[config.mk]
export PLATFORM = sky130hd
export DESIGN_NAME = dino_jump_ctrl
export DESIGN_NICKNAME = d
export VERILOG_FILES = /design/src/rtl/dino_jump_ctrl.sv
export SDC_FILE = /design/constraint.sdc
export NUM_CORES = 1
export LEC_CHECK = 0
export ABC_CLOCK_PERIOD_IN_PS = 6100
export CORE_ASPECT_RATIO = 1.5
export CORE_UTILIZATION = 30
export CTS_CLUSTER_DIAMETER = 80
export DETAILED_ROUTE_END_ITERATION = 6
export PLACE_DENSITY = 0.49
export SETUP_SLACK_MARGIN = 0.5
export SLEW_MARGIN = 20
export SYNTH_ARGS = -nofsm -noshare
export SYNTH_HDL_FRONTEND = slang
export SYNTH_SLANG_ARGS = --single-unit
export TNS_END_PERCENT = 30
[constraint.sdc]
create_clock -name CLK -period 6.1 [get_ports CLK]
set_input_delay 1.22 -clock CLK [delete_from_list [all_inputs] [get_ports CLK]]
set_output_delay 1.22 -clock CLK [all_outputs]
set_load 0.01 [all_outputs]
[src/rtl/dino_jump_ctrl.sv]
// Jump/physics controller for the dinosaur runner: owns the game state and
// integrates a signed vertical velocity under constant gravity on a divided tick.
module dino_jump_ctrl #(
   parameter int HEIGHT_W    = 6,
   parameter int MAX_HEIGHT  = 63,
   parameter int JUMP_VEL    = 5,
   parameter int GRAVITY     = 1,
   parameter int TICK_DIV    = 1,
   parameter int DOUBLE_JUMP = 0
) (
   input  logic                CLK,
   input  logic                RST,
   input  logic                button_jump,
   input  logic                collision,
   output logic [HEIGHT_W-1:0] dinosaur_height,
   output logic                game_status,
   output logic                airborne,
   output logic                game_over
);

   localparam int VW    = HEIGHT_W + 2;
   localparam int CNT_W = (TICK_DIV > 1) ? $clog2(TICK_DIV) : 1;

   localparam logic signed [VW-1:0] ZERO_S = '0;
   localparam logic signed [VW-1:0] MAX_S  = VW'(MAX_HEIGHT);
   localparam logic signed [VW-1:0] JUMP_S = VW'(JUMP_VEL);
   localparam logic signed [VW-1:0] GRAV_S = VW'(GRAVITY);

   typedef enum logic [1:0] {
      S_IDLE,
      S_RUN,
      S_AIR,
      S_OVER
   } state_t;

   state_t                state_q, state_d;
   logic [HEIGHT_W-1:0]   height_q, height_d;
   logic signed [VW-1:0]  vel_q, vel_d;
   logic [CNT_W-1:0]      cnt_q, cnt_d;
   logic                  btn_prev_q;
   logic                  extra_q, extra_d;
   logic                  status_q, air_q, over_q;

   logic                  press;
   logic                  tick;
   logic [CNT_W-1:0]      cnt_next;
   logic signed [VW-1:0]  nh;
   logic                  landing;

   assign press    = button_jump & ~btn_prev_q;
   assign tick     = (cnt_q == CNT_W'(TICK_DIV - 1));
   assign cnt_next = tick ? '0 : cnt_q + CNT_W'(1);
   assign nh       = $signed({2'b00, height_q}) + vel_q;
   assign landing  = tick && (nh <= ZERO_S);

   always_comb begin
      state_d  = state_q;
      height_d = height_q;
      vel_d    = vel_q;
      cnt_d    = cnt_q;
      extra_d  = extra_q;
      unique case (state_q)
         S_IDLE: begin
            if (press) begin
               state_d  = S_RUN;
               height_d = '0;
               vel_d    = '0;
               cnt_d    = '0;
               extra_d  = 1'b0;
            end
         end
         S_RUN: begin
            height_d = '0;
            vel_d    = '0;
            cnt_d    = cnt_next;
            if (collision) begin
               state_d = S_OVER;
            end else if (press) begin
               // Takeoff edge only loads velocity; the first height step waits for the next tick.
               state_d = S_AIR;
               vel_d   = JUMP_S;
            end
         end
         S_AIR: begin
            cnt_d = cnt_next;
            if (collision) begin
               state_d = S_OVER;
            end else if (landing) begin
               // Touching ground ends the airtime; a press on this same edge is dropped.
               state_d  = S_RUN;
               height_d = '0;
               vel_d    = '0;
               extra_d  = 1'b0;
            end else begin
               if (tick) begin
                  if (nh > MAX_S) begin
                     height_d = HEIGHT_W'(MAX_HEIGHT);
                     vel_d    = '0;
                  end else begin
                     height_d = nh[HEIGHT_W-1:0];
                     vel_d    = vel_q - GRAV_S;
                  end
               end
               if (press && (DOUBLE_JUMP != 0) && !extra_q) begin
                  vel_d   = JUMP_S;
                  extra_d = 1'b1;
               end
            end
         end
         S_OVER: begin
            if (press) begin
               state_d  = S_RUN;
               height_d = '0;
               vel_d    = '0;
               cnt_d    = '0;
               extra_d  = 1'b0;
            end
         end
         default: begin
            state_d = S_IDLE;
         end
      endcase
   end

   always_ff @(posedge CLK or posedge RST) begin
      if (RST) begin
         state_q    <= S_IDLE;
         height_q   <= '0;
         vel_q      <= '0;
         cnt_q      <= '0;
         btn_prev_q <= 1'b0;
         extra_q    <= 1'b0;
         status_q   <= 1'b0;
         air_q      <= 1'b0;
         over_q     <= 1'b0;
      end else begin
         state_q    <= state_d;
         height_q   <= height_d;
         vel_q      <= vel_d;
         cnt_q      <= cnt_d;
         btn_prev_q <= button_jump;
         extra_q    <= extra_d;
         status_q   <= (state_d == S_RUN) || (state_d == S_AIR);
         air_q      <= (state_d == S_AIR);
         over_q     <= (state_d == S_OVER);
      end
   end

   assign dinosaur_height = height_q;
   assign game_status     = status_q;
   assign airborne        = air_q;
   assign game_over       = over_q;

endmodule

==> flow_metrics.py <==
metrics = {
    "route": {
        "drtIter0Drc": 16,
        "wl_per_cell_um": 16.7,
        "routed_wl_um": 3530,
        "remaining_drc_errors": 0,
        "ant_nets": 0,
        "vias_per_cell": 5.73,
        "detail_route.first_pass.iterations": 6,
        "vias": 1208,
    },
    "timing": {
        "rsz0062_at_grt": "no",
        "maxSlewHeadroom": 0.402,
        "period_share": 0.556,
        "period_minus_slack_ns": 3.39,
        "setup_violations": 0,
        "finalHoldViolations": 0,
        "finalSetupTns_ns": 0,
        "finalMaxSlewViolations": 0,
        "worst_pin_slew_ns": 0.897,
        "skew_ns": 0.00362,
        "fmax_mhz": 295,
    },
    "clock_tree": {
        "insertion_delay_ns": 0.27,
        "htree_num_levels": 1,
        "clkTransAtPathRegs_ns": 0.08,
        "ctsHoldBuffers": 0,
        "cts_num_sinks": 20,
        "clockRootBuffer": "clkbuf_8",
        "cts-resized-gates": 0,
        "cts-buffers-inserted": 3,
        "cts_setup_buffers": 0,
        "cts_tree": "yes",
        "cts_max_path_buffers": 2,
    },
    "global_route": {
        "grt.overflow.total": 0,
        "antenna_found_initial": 0,
        "grt_first_pass_wirelength_um": 6020,
        "grt_max_degree": 21,
        "grt_pass1_vias": 1249,
        "grt_usage": 0.159,
    },
    "min_path": {
        "hold_class": "reg -> reg",
        "hold_depth": 2,
    },
    "die": {
        "core_sq_um": 4500,
        "die_area_sq_um": 4950,
        "boundaryPins": 13,
        "fp-row-count": 30,
        "die_h_um": 85.7,
        "dieWidth_um": 57.8,
        "start_util": 0.311,
    },
    "synthesis": {
        "yosysWarnings": 0,
        "ys_top_cells_by_area": "dfrtp_1, ha_1, o21ai_0, nand2_1, nor2_1",
        "syn-cell-area_sq_um": 1400,
        "ys_async_sr_fraction": 1.00,
        "synth-main-ff-cell": "dfrtp_1",
        "netlist_instances": 149,
        "ys_ff_latch": 20,
        "netlist.area_leader.share": 0.357,
        "ys_seq_area_frac": 0.357,
        "syn_nets": 164,
        "synth_area_per_cell_sq_um": 9.40,
        "ys_types": 48,
        "synth_enable_flop_cells": 0,
        "yosysTopAreaCell": "dfrtp_1",
    },
    "final_layout": {
        "drive_gt1_frac": 0.0920,
        "nFillCells": 478,
        "area_delta_synth_final_pct": 16.2,
        "final_nets": 179,
        "num_antenna_cells": 0,
    },
    "placed_design": {
        "dp_hpwl_um": 2710,
        "gp_congestion": 0.850,
        "port_buffers": 12,
    },
    "worst_setup_path": {
        "worstPathRequired_ns": 6.27,
        "start_kind": "input port",
        "reg2reg_depth": 9,
        "end_kind": "flop",
        "arrival_ns": 3.57,
        "criticalPathCategory": "in -> reg",
        "r2r_setup_slack_ns": 2.84,
        "crit_fanout": 10,
    },
    "outcome": {
        "status": "finished, final reports clean",
    },
    "run": {
        "cap_viol_max_count": 0,
    },
}
==> worst max-delay path, cell delays in order <==
cell and delay, ns:
clkdlybuf4s50_1 0.49, or2b_2 0.33, a22oi_1 0.69, nand4_1 0.52, o21ai_0 0.32
==> layout by cell type (no fill, tap or decap), types with 2 or more instances in the layout <==
master and instances:
clkdlybuf4s50_1 12, xnor2_1 2, a2111o_1 3, a21oi_1 5, a311o_1 2, a31oi_1 2
inv_1 9, or3_4 2, or2_2 2, nor3b_1 2, o31ai_1 4, xor2_1 2
nor2_1 11, ha_1 10, a41o_1 2, clkbuf_8 4, nor3_1 3, and2_1 2
a21o_1 2, o21ai_0 13, dfrtp_1 20, or3_1 6, nand2_1 11, a211oi_1 3
nor4_1 2, a22o_1 3, or4_1 2, a22oi_1 2
==> cell type report <==
class                   instances  area [sq um]  area share
repair buffers                 12           120      0.0738
clock buffers                   4          55.1      0.0338
inverters                       9          33.8      0.0208
well taps                      48          60.1      0.0369
flip-flops and latches         20           500       0.308
multi-input cells             118           857       0.527
==> stage by stage <==
step	setup slack (ns)	area (sq um)	hold WS, ns	cells	util
global route	2.56	1630	0.562	211	0.361
CTS	2.70	1630	0.521	211	0.361
global placement	2.40	1570	0.505	207	0.349
finish	2.71	1630	0.515	211	0.361
detailed placement	2.44	1570	0.502	207	0.349
floorplan	3.06	1400	0.496	149	-
==> metal layers <==
layer | part of all wire | GRT usage | vias up
met5 | 0 | 0 | -
met4 | 0.027 | 0.0693 | 0
met3 | 0.022 | 0.0196 | 7
met2 | 0.54 | 0.295 | 22
met1 | 0.41 | 0.178 | 583
li1 | - | - | 596
==> cell families after synthesis <==
family	count (synthesis)	synth area share
compound gates	50	0.268
xor+xnor	4	0.0250
fa+ha+maj	11	0.104
buf+inv	11	0.0304
flops	20	0.357
simple gates	53	0.215
==> flip-flops by register name, indices dropped and copies added (netlist names) <==
| signal | cells |
|---|---|
| btn_prev_q | 1 |
| state_q | 2 |
| game_status | 1 |
| airborne | 1 |
| game_over | 1 |
| vel_q | 8 |
| dinosaur_height | 6 |
==> path summary, 6_finish.rpt <==
check,start,end
max in group asynchronous,RST,dinosaur_height[1]
max reg2reg,vel_q[0],game_status
min in group asynchronous,RST,state_q[0]
min,dinosaur_height[0],dinosaur_height[0]
max,button_jump,dinosaur_height[2]
min reg2reg,dinosaur_height[0],dinosaur_height[0]
==> cells in the mapped netlist, types with 2 or more instances <==
master     n
a2111o_1   3
a211oi_1   3
a21o_1     2
a21oi_1    5
a22o_1     3
a22oi_1    2
a311o_1    2
a31oi_1    2
a41o_1     2
and2_1     2
dfrtp_1   20
ha_1      10
inv_1      9
nand2_1   11
nor2_1    11
nor3_1     3
nor3b_1    2
nor4_1     2
o21ai_0   13
o31ai_1    4
or2_2      2
or3_1      6
or3_4      2
or4_1      2
xnor2_1    2
xor2_1     2
Power is not shown: default switching activity piles up to over one toggle a cycle in this logic, so the estimate is an artifact.
